### src/rtl/udi_pow_seq.sv
// ---------------------------------------------------------------------------
// udi_pow_seq
//   Command sequencer in front of the UDI power/threshold datapath. It takes
//   one command at a time from the core, steers the datapath controls, waits
//   out the squarer latency, captures the result and returns it with the
//   command tag. It also counts consecutive above-threshold compare results
//   and raises a sticky detect flag used as a signal-present indication.
//
// Parameters
//   MULT_LAT  squarer pipeline depth, accept-to-valid-result cycles (1..15)
//   HIT_RUN   consecutive compare hits needed to set det_flag (1..255)
//   TAG_W     command/response tag width
//
// Ports
//   gclk, gresetn            clock, asynchronous active-low reset
//   cmd_valid/cmd_ready      command handshake
//   cmd_op                   00 SETTHR, 01 POW, 10 CMP, 11 reserved
//   cmd_mode                 datapath sum mode for POW/CMP
//   cmd_tag                  echoed on rsp_tag
//   dp_thr_wr                threshold write strobe (accept cycle of SETTHR)
//   dp_sum_mode, dp_res_sel  datapath controls, held while a result settles
//   dp_rd                    datapath result
//   rsp_valid/rsp_ready      response handshake
//   rsp_data, rsp_tag        captured result and its tag
//   rsp_err                  reserved opcode was received
//   det_flag, det_clr        sticky detect flag and its clear
//
// gresetn release is expected to be synchronous to gclk (synchronised
// upstream); assertion takes effect immediately.
// ---------------------------------------------------------------------------
module udi_pow_seq #(
    parameter int MULT_LAT = 1,
    parameter int HIT_RUN  = 4,
    parameter int TAG_W    = 4
) (
    input  logic             gclk,
    input  logic             gresetn,
    input  logic             cmd_valid,
    output logic             cmd_ready,
    input  logic [1:0]       cmd_op,
    input  logic [1:0]       cmd_mode,
    input  logic [TAG_W-1:0] cmd_tag,
    output logic             dp_thr_wr,
    output logic [1:0]       dp_sum_mode,
    output logic             dp_res_sel,
    input  logic [31:0]      dp_rd,
    output logic             rsp_valid,
    input  logic             rsp_ready,
    output logic [31:0]      rsp_data,
    output logic [TAG_W-1:0] rsp_tag,
    output logic             rsp_err,
    output logic             det_flag,
    input  logic             det_clr
);

    typedef enum logic [1:0] {
        ST_IDLE = 2'd0,
        ST_WAIT = 2'd1,
        ST_RESP = 2'd2
    } state_t;

    localparam logic [1:0] OP_SETTHR = 2'b00;
    localparam logic [1:0] OP_POW    = 2'b01;
    localparam logic [1:0] OP_CMP    = 2'b10;

    localparam logic [3:0] LAT_LOAD = 4'(MULT_LAT);
    localparam logic [7:0] HIT_MAX  = 8'(HIT_RUN);

    state_t             r_state;
    state_t             w_state_nxt;
    logic [1:0]         r_op;
    logic [1:0]         r_mode;
    logic [3:0]         r_cnt;
    logic [3:0]         w_cnt_nxt;
    logic [31:0]        r_rsp_data;
    logic [TAG_W-1:0]   r_rsp_tag;
    logic               r_rsp_err;
    logic [7:0]         r_hit_cnt;
    logic               r_det_flag;

    logic               w_accept;
    logic               w_capture;
    logic               w_handshake;
    logic               w_thr_wr;
    logic [1:0]         w_sum_mode;
    logic               w_res_sel;

    logic               w_cmp_cap;
    logic [7:0]         w_hit_inc;
    logic               w_reach;
    logic [7:0]         w_hit_nxt;
    logic               w_det_nxt;

    assign cmd_ready   = (r_state == ST_IDLE);
    assign rsp_valid   = (r_state == ST_RESP);
    assign w_handshake = (r_state == ST_RESP) && rsp_ready;
    assign dp_thr_wr   = w_thr_wr;
    assign dp_sum_mode = w_sum_mode;
    assign dp_res_sel  = w_res_sel;
    assign rsp_data    = r_rsp_data;
    assign rsp_tag     = r_rsp_tag;
    assign rsp_err     = r_rsp_err;
    assign det_flag    = r_det_flag;

    // Next-state and datapath control decode. In the accept cycle the
    // controls follow the live command; in WAIT they come from the latched
    // copy so they stay stable until the result is sampled.
    always_comb begin
        w_state_nxt = r_state;
        w_cnt_nxt   = r_cnt;
        w_accept    = 1'b0;
        w_capture   = 1'b0;
        w_thr_wr    = 1'b0;
        w_sum_mode  = 2'b00;
        w_res_sel   = 1'b0;
        case (r_state)
            ST_IDLE: begin
                if (cmd_valid) begin
                    w_accept = 1'b1;
                    case (cmd_op)
                        OP_SETTHR: begin
                            w_thr_wr    = 1'b1;
                            w_state_nxt = ST_RESP;
                        end
                        OP_POW, OP_CMP: begin
                            w_sum_mode  = cmd_mode;
                            w_res_sel   = (cmd_op == OP_CMP);
                            w_cnt_nxt   = LAT_LOAD;
                            w_state_nxt = ST_WAIT;
                        end
                        default: begin
                            // reserved opcode: straight to an error response
                            w_state_nxt = ST_RESP;
                        end
                    endcase
                end else begin
                    w_state_nxt = ST_IDLE;
                end
            end
            ST_WAIT: begin
                w_sum_mode = r_mode;
                w_res_sel  = (r_op == OP_CMP);
                // counter value 1 marks cycle MULT_LAT, the result-valid cycle
                if (r_cnt <= 4'd1) begin
                    w_capture   = 1'b1;
                    w_state_nxt = ST_RESP;
                end else begin
                    w_cnt_nxt = r_cnt - 4'd1;
                end
            end
            ST_RESP: begin
                if (rsp_ready) begin
                    w_state_nxt = ST_IDLE;
                end else begin
                    w_state_nxt = ST_RESP;
                end
            end
            default: begin
                w_state_nxt = ST_IDLE;
            end
        endcase
    end

    // Hit-run tracking. A capture that reaches HIT_RUN overrides a
    // simultaneous det_clr so a detection is never lost.
    always_comb begin
        w_cmp_cap = w_capture && (r_op == OP_CMP);
        if (r_hit_cnt >= HIT_MAX) begin
            w_hit_inc = HIT_MAX;
        end else begin
            w_hit_inc = r_hit_cnt + 8'd1;
        end
        w_reach = w_cmp_cap && dp_rd[0] && (w_hit_inc == HIT_MAX);
        if (det_clr) begin
            w_hit_nxt = w_reach ? HIT_MAX : 8'd0;
            w_det_nxt = w_reach;
        end else if (w_cmp_cap) begin
            w_hit_nxt = dp_rd[0] ? w_hit_inc : 8'd0;
            w_det_nxt = r_det_flag || w_reach;
        end else begin
            w_hit_nxt = r_hit_cnt;
            w_det_nxt = r_det_flag;
        end
    end

    // FSM state and latency counter.
    always_ff @(posedge gclk or negedge gresetn) begin
        if (!gresetn) begin
            r_state <= ST_IDLE;
            r_cnt   <= 4'd0;
        end else begin
            r_state <= w_state_nxt;
            r_cnt   <= w_cnt_nxt;
        end
    end

    // Command latch and response registers.
    always_ff @(posedge gclk or negedge gresetn) begin
        if (!gresetn) begin
            r_op       <= 2'b00;
            r_mode     <= 2'b00;
            r_rsp_data <= 32'd0;
            r_rsp_tag  <= '0;
            r_rsp_err  <= 1'b0;
        end else if (w_accept) begin
            r_op       <= cmd_op;
            r_mode     <= cmd_mode;
            r_rsp_tag  <= cmd_tag;
            r_rsp_err  <= (cmd_op == 2'b11);
            r_rsp_data <= (cmd_op == 2'b11) ? 32'hFFFF_FFFF : 32'd0;
        end else if (w_capture) begin
            r_rsp_data <= dp_rd;
        end else if (w_handshake) begin
            r_op       <= 2'b00;
            r_mode     <= 2'b00;
            r_rsp_data <= 32'd0;
            r_rsp_tag  <= '0;
            r_rsp_err  <= 1'b0;
        end
    end

    // Detection state.
    always_ff @(posedge gclk or negedge gresetn) begin
        if (!gresetn) begin
            r_hit_cnt  <= 8'd0;
            r_det_flag <= 1'b0;
        end else begin
            r_hit_cnt  <= w_hit_nxt;
            r_det_flag <= w_det_nxt;
        end
    end

endmodule

### config.mk
export PLATFORM = sky130hd
export DESIGN_NAME = udi_pow_seq
export DESIGN_NICKNAME = d
export VERILOG_FILES = /design/src/rtl/udi_pow_seq.sv
export SDC_FILE = /design/constraint.sdc
export NUM_CORES = 1
export LEC_CHECK = 0
export CAP_MARGIN = 0
export CORE_ASPECT_RATIO = 1.4
export CORE_MARGIN = 8
export CORE_UTILIZATION = 25
export CTS_CLUSTER_SIZE = 40
export DETAILED_ROUTE_END_ITERATION = 8
export MAX_ROUTING_LAYER = met4
export PLACE_DENSITY = 0.51
export SLEW_MARGIN = 40
export SYNTH_ARGS = -nofsm -noshare
export SYNTH_HDL_FRONTEND = slang
export SYNTH_SLANG_ARGS = --single-unit
export TNS_END_PERCENT = 30
### constraint.sdc
create_clock -name gclk -period 5.1 [get_ports gclk]
set_input_delay 0.51 -clock gclk [delete_from_list [all_inputs] [get_ports gclk]]
set_output_delay 0.51 -clock gclk [all_outputs]
set_load 0.01 [all_outputs]
* Word level (Yosys, flattened, before mapping)
Cells that the tools add are included.
Storage, ports and cells: logic and storage cells 82, register bits 56
Cells by class: $add $sub $neg 2, reduce and logical (&&, ||, !) cells 14, equality and inequality tests 12, mux-type cells 43, magnitude comparators 2
Operators with widths (count):
- $mux W32 | 4
- $mux W8 | 4
- $mux W4 | 6
- $mux W2 | 10
- $mux W1 | 14
- $add A8 B1 Y8 const B | 1
- $eq A2 B2 Y1 const B | 4
- $eq A8 B3 Y1 const B | 1
- $ge A8 B3 Y1 const B | 1
- $ne A2 B2 Y1 const B | 4
- $pmux W4 S2 | 1
- $pmux W2 S3 | 1
- $reduce_bool A2 Y1 | 3
- $eq A2 B1 Y1 const B | 2
- $le A4 B1 Y1 const B | 1
- $logic_and A1 B1 Y1 | 4
- $logic_not A2 Y1 | 2
- $pmux W2 S2 | 1
- $reduce_and A4 Y1 | 1
- $sub A4 B1 Y4 const B | 1
- $mux W3 | 1
- $reduce_bool A3 Y1 | 1
- $ne A2 B1 Y1 const B | 1
- $pmux W1 S2 | 1
- other kinds (3) | 3

* Logic depth before layout (Yosys ltp)
Gate-level depths: netlist of the first run.
word-level depth 9, depth in mapped cells 8, depth with buffers taken out 6

* Worst setup path after synthesis of the first run
Ideal clock, no wire load.
path kind flip-flop to flip-flop, start point reg r_cnt[0], end point reg r_rsp_data[21] (netlist: rsp_data[21]), cell stages (with the launch flop) 8, setup slack 3.305 ns, arrival 1.669 ns, period minus slack after synthesis 1.795 ns, required time 4.974 ns, path buffers 2, cell sequence dfrtp_1 -> inv_1 -> ha_1 -> or2_4 -> and3_4 -> buf_6 -> buf_4 -> a221o_1
Between the ends: cells in the longest elaborated chain, start to end 5
RTL lines:
- start, declared | RTL line 73 | logic [3:0] r_cnt;
- start signal, assigned | RTL line 193 | r_cnt <= w_cnt_nxt;
- $le A4 B1 Y1 (*) | RTL line 144 | if (r_cnt <= 4'd1) begin
- $mux W1 (*) | RTL line 144
- $mux W1 (*) | RTL line 116 | case (r_state)
- $mux W32 | RTL line 211 | end else if (w_capture) begin
- $mux W32 | RTL line 205 | end else if (w_accept) begin
- end signal, assigned | RTL line 210 | r_rsp_data <= (cmd_op == 2'b11) ? 32'hFFFF_FFFF : 32'd0;
- end signal, assigned | RTL line 212 | r_rsp_data <= dp_rd;
- end, declared | RTL line 75 | logic [31:0] r_rsp_data;
Mark *: on every way between the ends. The rest lies on a longest branch, timed or not. A chain may end at the register's enable or synchronous reset.

* Final worst setup path of the first run
start point in cmd_op[1], end point out dp_sum_mode[0]
Between the ends: cells in the longest elaborated chain, start to end 5
RTL lines:
- start, declared | RTL line 40 | input logic [1:0] cmd_op,
- $eq A2 B2 Y1 or $eq A2 B1 Y1 (tied branches) | RTL line 120 | case (cmd_op)
- $reduce_or A2 Y1 (*) | RTL line 120
- $mux W2 (*) | RTL line 120
- $mux W2 (*) | RTL line 118 | if (cmd_valid) begin
- $pmux W2 S2 (*) | RTL line 116
- end, declared | RTL line 44 | output logic [1:0] dp_sum_mode,
Marked as above.

==> out/metrics.yaml, run 1 <==
grt_remaining_overflow: 0
start_kind: "primary input"
syn_area_per_cell_sq_um: 12.7
drtAntennaViolNets: 0
p_leak_nw: 1.57
worst_path_largest_cell_delay_ps: 540
relSlewSlack: 0.655
crit_buf_inv: 3
coreArea_sq_um: 9510
slowest_stage: "clkdlybuf4s50_1"
ff_latch_area_sq_um: 1400
grt_antenna_before_repair: 0
hold_violations: 0
post_drt_wl_per_cell_um: 16.7
fin_total_pwr_w: 0.00199
via_per_inst: 4.66
ctsRootBufferMaster: "clkbuf_16"
finClkSkew_ps: 8.35
endpoint_kind: "output port"
grt_pass1_vias: 2019
drive_above_1_share: 0.0616
stdcell_count: 408
fmax_mhz: 348
cts.repair.resized: 0
die_w_um: 99.6
grt_max_degree: 57
timing.setup.tns_ps: 0
grt_setup_unrepaired: "false"
diodes: 0
die_h_um: 133
cp_data_arrival_time_ps: 2370
dp.cells: 399
start_util: 0.257
htree_levels: 2
ys_seq_area_frac: 0.573
clockBufferDepth: 2
slew_violations: 0
wirelength_um: 6800
crit_type: "primary input to output port"
stdcell_area_sq_um: 3600
post-cts-setup-buffers: 0
area_growth_pct: 47.1
cts_sinks: 56
power-per-cell-area_nw_per_um2: 553
required_ps: 4590
critPathTopFamily: "buffers and inverters"
grt_pass1_wl_um: 11200
syn-cell-area_sq_um: 2440
drtIter0Drc: 59
yosys_warnings: 0
hold_class: "primary input to asynchronous set/reset pin"
nets: 327
holdBufCountCts: 0
grt.total_usage: 0.109
setup_violations: 0
vias: 1902
r2r_slack_ps: 3000
synthesis.nets: 245
cts_tree: "done"
synthFlopType: "dfrtp_1"
cp_max_fo: 6
pin_count: 89
ir_worst_vdd_mv: 0.215
synthCells: 193
place_congestion: 0.800
synth_seq_cells: 56
hpwlAfterDp_um: 4660
io_buffers: 88
drc: 0
synthArstFlopShare: 1.00
dieArea_sq_um: 13200
placed_area_sq_um: 3380
worst_slew_pin_slew_ps: 517
fillers: 933
min_period_ps: 2880
clk_latency_ps: 290
synth_edf_count: 0
multi_input_area_sq_um: 896
maxCapViolations: 0
path_cells: "clkdlybuf4s50_1, inv_1, ha_1, nand3_1, nor2_1, a21oi_1, nor2_1, clkdlybuf4s50_1"
core.rowCount: 42
drt_pass1_iterations: 4
finalCritPeriodShare: 0.564
status: "completed"
ys_types: 40
clk_pin_slew_ps: 70
cts_inserted_buffers: 5
[stage by stage]
stage / utilization / hold WS [ps] / worst slack, ps
floorplan: - / 214 / 3310
global placement: 0.356 / 460 / 2240
detailed placement: 0.356 / 468 / 2220
CTS: 0.375 / 392 / 2210
global route: 0.378 / 335 / 2000
finish: 0.378 / 281 / 2220
[cells by family (layout without fill, tap and decap cells)]
family | count (synthesis) | in the layout | share of synthesized area
XOR/XNOR | 1 | 1 | 0.00358
adder cells (fa/ha/maj) | 7 | 7 | 0.0358
multiplexers | 1 | 1 | 0.00409
flip-flops | 56 | 56 | 0.573
AND/OR/NAND/NOR | 46 | 46 | 0.115
buffers and inverters | 24 | 107 | 0.0604
AO/OA/AOI/OAI | 58 | 58 | 0.208
[report_power, final]
part | internal, W | total (W) | switching (W)
Combinational | 0.000485 | 0.000881 | 0.000396
Sequential | 0.000593 | 0.000698 | 0.000105
Clock | 0.000259 | 0.000410 | 0.000152
[cell usage in the layout (no fill, tap or decap), types with 2 or more instances in the layout]
master	netlist	final
nand2b_1	3	3
and2_1	6	6
nand4b_1	2	2
a21oi_1	7	7
a21o_1	3	3
a22o_1	8	8
clkbuf_16	0	5
nand3_1	2	2
nor2b_1	2	2
clkdlybuf4s50_1	0	87
nand2_1	3	3
nor3_1	2	2
clkbuf_8	0	2
nor2_1	10	10
nand4_1	3	3
o311ai_1	2	2
dfrtp_1	56	56
and3_1	3	3
inv_1	8	8
ha_1	7	7
a221o_1	32	32
[metal layers]
layer,part of all wire,track usage,routed length [um]
met4,0.011,0.0304,73
met5,0,-,0
met2,0.48,0.174,3270
met1,0.46,0.130,3120
met3,0.049,0.0304,336
[Yosys cell counts (5+ instances only)]
cell	count	area (sq um)
a21oi_1	7	35.0
a221o_1	32	320
a22o_1	8	70.1
and2_1	6	37.5
buf_2	7	35.0
buf_6	5	56.3
dfrtp_1	56	1400
ha_1	7	87.6
inv_1	8	30.0
nor2_1	10	37.5
[worst paths after layout]
check | startpoint | depth (start not counted) | to
setup / recovery | cmd_op[1] | 8 | dp_sum_mode[0]
hold / removal | gresetn | 2 | rsp_data[2]$_DFFE_PN0P_
setup reg to reg | r_state[0]$_DFFE_PN0P_ | 5 | rsp_data[4]$_DFFE_PN0P_
hold reg to reg | rsp_err$_DFFE_PN0P_ | 1 | rsp_err$_DFFE_PN0P_
max in group asynchronous | gresetn | 2 | r_hit_cnt[0]$_DFFE_PN0P_
min in group gclk | rsp_err$_DFFE_PN0P_ | 1 | rsp_err$_DFFE_PN0P_
[state kept, by name, summed over array words and instances, names as in the netlist]
signal,flops
r_mode,2
rsp_err,1
rsp_data,32
r_op,2
r_hit_cnt,8
r_state,2
det_flag,1
r_cnt,4
rsp_tag,4
[layout make-up]
| type | count | share of cell area |
|---|---|---|
| Clock buffer | 7 | 0.0424 |
| Clock inverter | 1 | 0.00835 |
| Inverter | 8 | 0.00835 |
| Multi-Input combinational cell | 113 | 0.249 |
| Sequential cell | 56 | 0.390 |
| Tap cell | 132 | 0.0459 |
| Timing Repair Buffer | 91 | 0.256 |
(Power assumes the default switching activity.)
==> run 2: changes to the inputs <==
PLACE_DENSITY = 0.53   (was 0.51)
clock period = 2.4 ns   (was 5.1 ns; I/O delays follow)
==> out/metrics.yaml, run 2 (synthesis gave the netlist of run 1 again) <==
post_drt_wl_per_cell_um: 16.3
top_usage_layer: "met2"
hold_violations: 0
final_common_cell: "clkdlybuf4s50_1"
cts.repair.resized: 0
drtIter0Drc: 81
coreArea_sq_um: 9510
drive_above_1_share: 0.0647
fmax_mhz: 449
cp_max_fo: 4
worst_path_largest_cell_delay_ps: 540
min_period_ps: 2230
cp_data_arrival_time_ps: 1990
r2r_slack_ps: 250
grt_use_met2: 0.162
start_util: 0.257
drc: 0
via_per_inst: 4.67
ir_worst_vdd_mv: 0.397
hold_class: "primary input to asynchronous set/reset pin"
cts_tree: "done"
core.rowCount: 42
grt_pass1_vias: 1910
drt_pass1_iterations: 4
drtAntennaViolNets: 0
power-per-cell-area_nw_per_um2: 1130
relSlewSlack: 0.476
io_buffers: 88
finClkSkew_ps: 6.41
finalCritPeriodShare: 0.927
cts_sinks: 56
dieArea_sq_um: 13200
grt_max_degree: 57
multi_input_area_sq_um: 896
grt_antenna_before_repair: 0
clk_latency_ps: 290
grt_use_met3: 0.0310
hpwlAfterDp_um: 4760
die_h_um: 133
wirelength_um: 6700
diodes: 0
fillers: 951
post-cts-setup-buffers: 0
fin_util: 0.373
area_growth_pct: 45.2
ff_latch_area_sq_um: 1400
endpoint_kind: "output port"
start_kind: "primary input"
grt_setup_unrepaired: "false"
rr_endpoint: "rsp_data[9]$_DFFE_PN0P_"
vias: 1915
holdBufCountCts: 0
htree_levels: 2
ctsRootBufferMaster: "clkbuf_16"
maxCapViolations: 0
nets: 329
grt_remaining_overflow: 0
die_w_um: 99.6
holdWs_ps: 63.4
place_congestion: 0.755
grt.total_usage: 0.105
setup_violations: 0
crit_type: "primary input to output port"
rr_startpoint: "r_cnt[0]$_DFFE_PN0P_"
cts_inserted_buffers: 5
reg2reg_depth: 6
clockBufferDepth: 2
grt_pass1_wl_um: 10800
crit_buf_inv: 3
p_leak_nw: 1.55
critPathTopFamily: "buffers and inverters"
path_cells: "clkdlybuf4s50_1, inv_1, ha_1, nand3_1, nor2_1, a21oi_1, nor2_1, clkdlybuf4s50_1"
required_ps: 2160
clk_pin_slew_ps: 70
slew_violations: 0
status: "completed"
met1_usage: 0.129
pin_count: 89
final_cell_mix: "87 x clkdlybuf4s50_1, 56 x dfrtp_1, 32 x a221o_1"
worst_slew_pin_slew_ps: 784
largest_reg_flops: 32
slowest_stage: "clkdlybuf4s50_1"
timing.setup.tns_ps: 0
[run 2: changes by cell type in the layout (fill, tap and decap cells not counted), sizes merged]
cell and change:
clkinvlp +1, buf +2, bufinv -1, clkinv +1
clkbuf -1
[run 2: worst max-delay path by stage]
stage,startpoint,endpoint,cells past startpoint
2_1_floorplan,r_cnt[0]$_DFFE_PN0P_,rsp_data[21]$_DFFE_PN0P_,7
3_3_place_gp,cmd_op[1],dp_sum_mode[0],8
3_5_place_dp,cmd_op[1],dp_sum_mode[0],8
4_1_cts,cmd_op[1],dp_sum_mode[0],8
5_1_grt,cmd_op[1],dp_sum_mode[1],8
6_report,cmd_op[1],dp_sum_mode[0],8
[run 2: layout make-up]
class                      count  share of cell area
tap                          132              0.0465
sequential                    56               0.395
inverter                       8             0.00846
timing repair buffer          93               0.257
clock inverter                 2             0.00458
clock buffer                   6              0.0363
multi-input combinational    113               0.252
[run 2: power breakdown]
part           switching, W  internal, W
clock network      0.000333     0.000390
registers          0.000223      0.00126
logic              0.000833     0.000988
total               0.00139      0.00264
[run 2: stage by stage]
step | instances | cell area (sq um) | setup slack [ps] | power [W]
2_1_floorplan | 193 | 2440 | 605 | 0.00256
3_3_place_gp | 402 | 3410 | 165 | 0.00334
3_5_place_dp | 402 | 3410 | 163 | 0.00334
4_1_cts | 410 | 3550 | 154 | 0.00409
5_1_grt | 410 | 3550 | 46.1 | 0.00428
6_report | 410 | 3550 | 175 | 0.00403
[run 2: routing by layer]
layer | wire [um] | share of wire | vias to the layer above
met3 | 365 | 0.054 | 6
li1 | - | - | 900
met1 | 3020 | 0.45 | 947
met4 | 88 | 0.013 | 0
met2 | 3230 | 0.48 | 62
met5 | 0 | 0 | -
